==> config.mk <==
export PLATFORM = sky130hd
export DESIGN_NAME = wb_stage
export DESIGN_NICKNAME = d
export VERILOG_FILES = /design/src/rtl/wb_stage_pkg.sv /design/src/rtl/load_ext.sv /design/src/rtl/wb_stage.sv
export SDC_FILE = /design/constraint.sdc
export NUM_CORES = 1
export LEC_CHECK = 0
export ABC_AREA = 1
export ABC_CLOCK_PERIOD_IN_PS = 5650
export BUFFER_PORTS_ARGS = -buffer_cell sky130_fd_sc_hd__clkbuf_2
export CAP_MARGIN = 25
export CORE_AREA = 2 2 129 131
export CTS_CLUSTER_DIAMETER = 120
export CTS_CLUSTER_SIZE = 20
export DETAILED_ROUTE_END_ITERATION = 10
export DIE_AREA = 0 0 131 133
export PLACE_DENSITY_LB_ADDON = 0.08
export SLEW_MARGIN = 30
export SYNTH_ARGS = -nofsm -noshare
export SYNTH_HDL_FRONTEND = slang
export SYNTH_HIERARCHICAL = 1
export SYNTH_SLANG_ARGS = --single-unit
export TNS_END_PERCENT = 20
==> constraint.sdc <==
create_clock -name clk -period 5.65 [get_ports clk]
set_input_delay 1.4125 -clock clk [delete_from_list [all_inputs] [get_ports clk]]
set_output_delay 1.4125 -clock clk [all_outputs]
set_load 0.05 [all_outputs]
==> src/rtl/wb_stage_pkg.sv <==
// wb_stage_pkg: shared encodings for the MEM/WB writeback stage.
//   wsel_e    : writeback source select (ALU, load, link).
//   ldtype_e  : load width/sign encodings.
//   WB_RESET_PC : default WPC after reset.
package wb_stage_pkg;

   typedef enum logic [1:0] {
      WSEL_ALU  = 2'd0,
      WSEL_LOAD = 2'd1,
      WSEL_LINK = 2'd2
   } wsel_e;

   typedef enum logic [2:0] {
      LD_LW  = 3'd0,
      LD_LB  = 3'd1,
      LD_LBU = 3'd2,
      LD_LH  = 3'd3,
      LD_LHU = 3'd4
   } ldtype_e;

   localparam logic [31:0] WB_RESET_PC = 32'h0000_3000;

endpackage

==> src/rtl/load_ext.sv <==
// load_ext: combinational load-data formatter (little-endian).
//   rdata   in  32  raw data-memory word
//   addr_lo in  2   byte offset; bit 0 ignored for halfwords
//   ldtype  in  3   LW/LB/LBU/LH/LHU; unknown codes behave as LW
//   data    out 32  sign/zero-extended result
module load_ext
   import wb_stage_pkg::*;
(
   input  logic [31:0] rdata,
   input  logic [1:0]  addr_lo,
   input  logic [2:0]  ldtype,
   output logic [31:0] data
);

   logic [7:0]  byte_sel;
   logic [15:0] half_sel;

   always_comb begin
      byte_sel = rdata[7:0];
      case (addr_lo)
         2'd1:    byte_sel = rdata[15:8];
         2'd2:    byte_sel = rdata[23:16];
         2'd3:    byte_sel = rdata[31:24];
         default: byte_sel = rdata[7:0];
      endcase
      half_sel = addr_lo[1] ? rdata[31:16] : rdata[15:0];

      data = rdata;
      case (ldtype)
         LD_LB:   data = {{24{byte_sel[7]}}, byte_sel};
         LD_LBU:  data = {24'd0, byte_sel};
         LD_LH:   data = {{16{half_sel[15]}}, half_sel};
         LD_LHU:  data = {16'd0, half_sel};
         default: data = rdata;
      endcase
   end

endmodule

==> src/rtl/wb_stage.sv <==
// wb_stage: MEM/WB pipeline register and writeback formatter.
// Drives the register-file write port and counts retired instructions.
//   clk, reset            clock (rising), async active-high reset
//   mem_valid/pc/wa/wsel  MEM-stage instruction fields
//   mem_alu, mem_rdata    ALU result, raw memory word
//   mem_ldtype/addr_lo    load format and byte offset
//   stall, flush          hold stage / insert bubble (flush wins)
//   WA, WD, WPC           register-file write address/data/PC
//   wb_valid              stage holds a real instruction
//   retire_cnt            retired-instruction counter (wraps)
// Optional: define WB_TRACE_EN for a per-write simulation trace print.
module wb_stage
   import wb_stage_pkg::*;
#(
   parameter logic [31:0] RESET_PC = WB_RESET_PC,
   parameter int unsigned CNT_W    = 32
) (
   input  logic             clk,
   input  logic             reset,
   input  logic             mem_valid,
   input  logic [31:0]      mem_pc,
   input  logic [4:0]       mem_wa,
   input  logic [1:0]       mem_wsel,
   input  logic [31:0]      mem_alu,
   input  logic [31:0]      mem_rdata,
   input  logic [2:0]       mem_ldtype,
   input  logic [1:0]       mem_addr_lo,
   input  logic             stall,
   input  logic             flush,
   output logic [4:0]       WA,
   output logic [31:0]      WD,
   output logic [31:0]      WPC,
   output logic             wb_valid,
   output logic [CNT_W-1:0] retire_cnt
);

   logic             valid_q,   valid_d;
   logic [4:0]       wa_q,      wa_d;
   logic [1:0]       wsel_q,    wsel_d;
   logic [31:0]      alu_q,     alu_d;
   logic [31:0]      rdata_q,   rdata_d;
   logic [2:0]       ldtype_q,  ldtype_d;
   logic [1:0]       addr_lo_q, addr_lo_d;
   logic [31:0]      pc_q,      pc_d;
   logic [CNT_W-1:0] cnt_q,     cnt_d;
   logic [31:0]      ld_data;

   always_comb begin
      valid_d   = valid_q;
      wa_d      = wa_q;
      wsel_d    = wsel_q;
      alu_d     = alu_q;
      rdata_d   = rdata_q;
      ldtype_d  = ldtype_q;
      addr_lo_d = addr_lo_q;
      pc_d      = pc_q;
      if (flush) begin
         valid_d = 1'b0;
         wa_d    = '0;
      end else if (!stall) begin
         valid_d   = mem_valid;
         wa_d      = mem_wa;
         wsel_d    = mem_wsel;
         alu_d     = mem_alu;
         rdata_d   = mem_rdata;
         ldtype_d  = mem_ldtype;
         addr_lo_d = mem_addr_lo;
         pc_d      = mem_pc;
      end
   end

   // An instruction retires on the edge that ends its unstalled cycle.
   always_comb begin
      cnt_d = cnt_q;
      if (valid_q && !stall) cnt_d = cnt_q + CNT_W'(1);
   end

   always_ff @(posedge clk or posedge reset) begin
      if (reset) begin
         valid_q   <= 1'b0;
         wa_q      <= '0;
         wsel_q    <= '0;
         alu_q     <= '0;
         rdata_q   <= '0;
         ldtype_q  <= '0;
         addr_lo_q <= '0;
         pc_q      <= RESET_PC;
         cnt_q     <= '0;
      end else begin
         valid_q   <= valid_d;
         wa_q      <= wa_d;
         wsel_q    <= wsel_d;
         alu_q     <= alu_d;
         rdata_q   <= rdata_d;
         ldtype_q  <= ldtype_d;
         addr_lo_q <= addr_lo_d;
         pc_q      <= pc_d;
         cnt_q     <= cnt_d;
      end
   end

   load_ext u_load_ext (
      .rdata   (rdata_q),
      .addr_lo (addr_lo_q),
      .ldtype  (ldtype_q),
      .data    (ld_data)
   );

   always_comb begin
      WD = alu_q;
      case (wsel_q)
         WSEL_LOAD: WD = ld_data;
         WSEL_LINK: WD = pc_q + 32'd8;
         default:   WD = alu_q;
      endcase
   end

   // Gating on the live stall makes a held instruction write only once.
   assign WA         = (valid_q && !stall) ? wa_q : 5'd0;
   assign WPC        = pc_q;
   assign wb_valid   = valid_q;
   assign retire_cnt = cnt_q;

`ifdef WB_TRACE_EN
   always_ff @(posedge clk) begin
      if (WA != 5'd0)
         $display("%0t@%08h: $%0d <= %08h", $time, WPC, WA, WD);
   end
`else
`endif

endmodule
== After elaboration in Yosys (flattened, before gate mapping) ==
Cells that the tools add are included.
Operators by class
  multipliers: 0
  bitwise logic cells: 2
  reduce and logical (&&, ||, !) cells: 3
  multiplexer cells: 9
  magnitude comparators: 0
  add/subtract/negate cells: 2
  divide/modulo/power cells: 0
  shift-type cells: 0
  equal/unequal tests: 10
Operators with widths (count)
  32-bit case mux with 4 select lines: 1
  32-bit case mux with 2 select lines: 1
  32-bit by 1-bit adder with 32-bit output (second input constant): 1
  32-bit by 4-bit adder with 32-bit output (second input constant): 1
  8-bit case mux with 3 select lines: 1
  16-bit two-way mux: 1
  5-bit two-way mux: 3
  2-bit equality test (second input constant): 3
  3-bit by 2-bit equality test with 1-bit output (second input constant): 2
  2-bit by 1-bit equality test with 1-bit output (second input constant): 2
  3-bit by 1-bit equality test with 1-bit output (second input constant): 1
  3-bit equality test (second input constant): 1
  1-bit two-way mux: 2
  2-bit by 1-bit != test with 1-bit output (second input constant): 1
  1-bit inverter: 2
  2-bit AND reduction: 1
  1-bit logical AND: 1
  1-bit zero test: 1
Word-level totals
  register bits: 141
  memories: 0
  input bits: 113
  output and inout bits: 102
  logic and storage cells: 35
  bits in latches: 0
  memory bits (read-only): 0
  bits in writable memories: 0

== Logic depth before layout (Yosys ltp) ==
  depth in word-level cells: 4
  mapped depth: 10

== Hierarchy ==
Netlist, hierarchy kept.
Modules (own cells, without submodules)
  wb_stage: cells each 946, times used 1, area each 7201.9 sq um, sequential area each 3530.9 sq um
  load_ext: cells each 197, times used 1, area each 1328.8 sq um, sequential area each 0.0 sq um

== Least setup slack after synthesis ==
OpenSTA, ideal clock, no wires.
  path kind: input to output
  from: input stall
  to: output WA[0]
  arrival time: 2.479 ns
  cell stages on the path: 4
  path buffers: 1
  path slack: 1.759 ns
  cell sequence: nor2_4 -> inv_2 -> buf_6 -> nor2_1
On the way
  cells in the longest elaborated chain, start to end: 3
RTL lines
  start: declaration: line wb_stage.sv:28  | input logic stall,
  1-bit zero test: line wb_stage.sv:119  | assign WA = (valid_q && !stall) ? wa_q : 5'd0;
  1-bit logical AND: line wb_stage.sv:119
  5-bit two-way mux: line wb_stage.sv:119
  end: declaration: line wb_stage.sv:30  | output logic [4:0] WA,
Every way passes these cells.

== Worst setup path in the final report ==
  from: register addr_lo_q[1]
  to: output WD[19]
On the way
  cells in the longest elaborated chain, start to end: 4
RTL lines
  start: declaration: line wb_stage.sv:43  | logic [1:0] addr_lo_q, addr_lo_d;
  start signal: assignment: line wb_stage.sv:96  | addr_lo_q <= addr_lo_d;
  2-bit equality test or 2-bit by 1-bit equality test with 1-bit output (tied branches): line load_ext.sv:20  | case (addr_lo)
  8-bit case mux with 3 select lines: line load_ext.sv:20
  32-bit case mux with 4 select lines *: line load_ext.sv:29  | case (ldtype)
  named net ld_data[19]: line wb_stage.sv:46  | logic [31:0] ld_data;
  32-bit case mux with 2 select lines *: line wb_stage.sv:111  | case (wsel_q)
  end: declaration: line wb_stage.sv:31  | output logic [31:0] WD,
Mark *: on every way through the listed nets, which the timed path passes. The rest lies on a longest branch.

==> impl_metrics.toml <==
[status]
outcome = "completed"

[power]
p_switching_mw = 1.52
powerDensity_nw_per_um2 = 356
clkPwrFrac_pct = 30.9
p_int_mw = 2.12
p_leak_nw = 5.46
comb_power_share_pct = 34.6
swShare_pct = 41.8
p_seq_share_pct = 34.4
vdd_ir_drop_max_mv = 0.298

[global_routing]
grt_pass1_vias = 7508
grt_max_degree = 112
grt_pass1_wl_um = 37400
antenna_found_initial = 2
grt_use_total_pct = 27.4
overflow = 0

[synthesis]
synth_top_family_by_area = "simple AND/OR/NAND/NOR gates"
synth_fa_ha_area_share_pct = 0.587
yosysUniqueCellTypes = 37
synth_most_common_cell = "nand2_1"
ys_ff_latch = 141
synth_common_cells = "nand2_1, dfrtp_1, inv_1"
yosys.area_share.simple_pct = 37.7
syn_nets = 1260
synth_area_um2 = 8530
synth_xor_area_share_pct = 2.16
ys_warn_count = 6
synthMuxAreaShare_pct = 0
synth_top_area_share_pct = 40.8
synthCells = 1143
yosys.area.top_type = "dfrtp_1"
synth-seq-area-share_pct = 41.4
async_flop_share_pct = 100
synth_compound_area_share_pct = 9.17
syn_area_per_cell_um2 = 7.46
synth_ff_type = "dfrtp_1"
synth_enable_flop_cells = 0
synthTopCellsByArea = "dfrtp_1, nand2_1, nand3_2, inv_1, o21ai_0"

[final_layout]
drive_gt1_share_pct = 26.5
regArea_um2 = 3530
n_fill_cell = 1552
num_antenna_cells = 0
nNetsFinal = 1449
syn2layout_area_growth_pct = 19.8
multiInputGateArea_um2 = 4250

[cts]
ctsResizeCount = 0
insertion_delay_ps = 430
cts_made_buffers = 17
postCtsSetupRepairBufs = 0
postCtsHoldBufs = 0
cts.sinks = 141
clk_pin_slew_ps = 60
cts_buffer_depth = 2
cts_tree = "yes"
htreeDepth = 4
cts-root-buf = "clkbuf_16"

[timing]
fmax_mhz = 235
hold_viol = 0
tns_ps = 0
holdWs_ps = 474
tightest_slew_ps = 905
finalMaxSlewViolations = 0
fin_crit_sh_pct = 75.4
skew_ps = 5.10
slew_headroom_pct = 39.6
rsz0062_at_grt = "no"
period_needed_ps = 4260
setup_viol = 0

[place]
port_buffers = 214
gp_congestion = 0.887
hpwl_um = 17300

[floorplan]
rows = 47
core-area_um2 = 16200
boundaryPins = 215
die_x_um = 131
die_h_um = 133
start_util_pct = 52.8
die_area_um2 = 17400

[worst_setup_path]
end_kind = "output port"
crit_type = "register to output port"
worstSetupStartpointType = "register"
cp_data_arrival_time_ps = 2850
worstPathRequired_ps = 4240
path_max_fanout = 18

[route]
drt_wl_total_um = 23300
vias = 8104
remaining_drc_errors = 0
drtIter0Drc = 623
drt_first_pass_iters = 5
antenna_left = 0
wl_per_cell_um = 14.9
vias_per_cell = 5.18

[min_path]
hold_path_class = "register to register"

[job]
drv_cap = 0
## metal layers
metal	share of wire [%]	vias up	GRT usage [%]
li1	-	4047	-
met1	44	3720	37.7
met2	46	297	42.2
met3	7.8	36	6.91
met4	2.0	4	8.87
met5	0.095	-	0
## layout by cell type (no fill, tap or decap), types with 3 or more instances in the layout
cell type and count:
nand4_1 18, ha_1 3, o21ai_0 71, clkinv_4 4
clkbuf_2 214, buf_4 5, inv_2 5, a21oi_1 52
clkbuf_16 17, nand3_1 68, nand3_2 59, nand2_1 419
nor2_1 57, nor2_2 9, nor2_4 7, nand2_2 7
nand2_4 3, xor2_1 12, nor3_1 4, nand3b_1 3
a22oi_1 19, dfrtp_1 139, clkinv_2 4, inv_1 111
xnor2_1 9
## cells by family after synthesis
logic type / Yosys count
AND/OR/NAND/NOR: 665
buffers and inverters: 168
AO/OA/AOI/OAI: 144
flip-flops: 141
XOR/XNOR: 21
adder cells (fa/ha/maj): 4
## power groups by stage
stage	logic, mW	clock network [mW]	registers (mW)
after global placement	1.25	0	1.27
final	1.26	1.12	1.25
after detailed placement	1.26	0	1.27
after CTS	1.26	1.14	1.25
after global routing	1.37	1.18	1.27
after floorplan	0.832	0	1.40
## registers in the layout, summed over array words and instances, names as in the netlist
register / count
wsel_q: 2
WPC: 32
rdata_q: 32
wb_valid: 1
wa_q: 5
addr_lo_q: 2
alu_q: 32
retire_cnt: 32
ldtype_q: 3
## final cells by class
| class | count | area share (%) |
|---|---|---|
| repair buffers | 219 | 10.8 |
| flip-flops and latches | 141 | 34.6 |
| well taps | 220 | 2.69 |
| inverters | 119 | 4.54 |
| clock inverters | 13 | 1.37 |
| clock buffers | 19 | 4.43 |
| multi-input cells | 834 | 41.6 |
## stage by stage
stage | instances | power [mW] | worst slack [ps] | utilization (%) | instance area [um^2]
after floorplan | 1143 | 2.23 | 460 | - | 8530
after global placement | 1533 | 2.52 | 1900 | 59.5 | 9620
after detailed placement | 1533 | 2.53 | 1870 | 59.5 | 9620
after CTS | 1565 | 3.65 | 1420 | 63.2 | 10200
after global routing | 1565 | 3.82 | 1190 | 63.2 | 10200
final | 1565 | 3.64 | 1390 | 63.2 | 10200
## path summary, 6_finish.rpt
check                           depth (start not counted)                    endpoint  slack, ps                       from
min in group asynchronous                               2   retire_cnt[6]$_DFFE_PP0P_       1110                      reset
worst min-delay path                                    2       alu_q[24]$_DFFE_PP0P_        470      alu_q[24]$_DFFE_PP0P_
worst min register to register                          2       alu_q[24]$_DFFE_PP0P_        470      alu_q[24]$_DFFE_PP0P_
max in group asynchronous                               3     rdata_q[31]$_DFFE_PP0P_       3540                      reset
worst max register to register                         10  retire_cnt[24]$_DFFE_PP0P_       3920  retire_cnt[0]$_DFFE_PP0P_
worst max-delay path                                    8                      WD[19]       1390   addr_lo_q[1]$_DFFE_PP0P_
## critical path, cell delays in order, from the launching register on
cell      delay, ps
dfrtp_1         570
inv_4           250
nand2_2          90
nand2_2          90
nand4_2         460
nand3_2         240
a21oi_1          80
a22oi_1         280
clkbuf_2        340
Power figures use the tool's default switching activity.
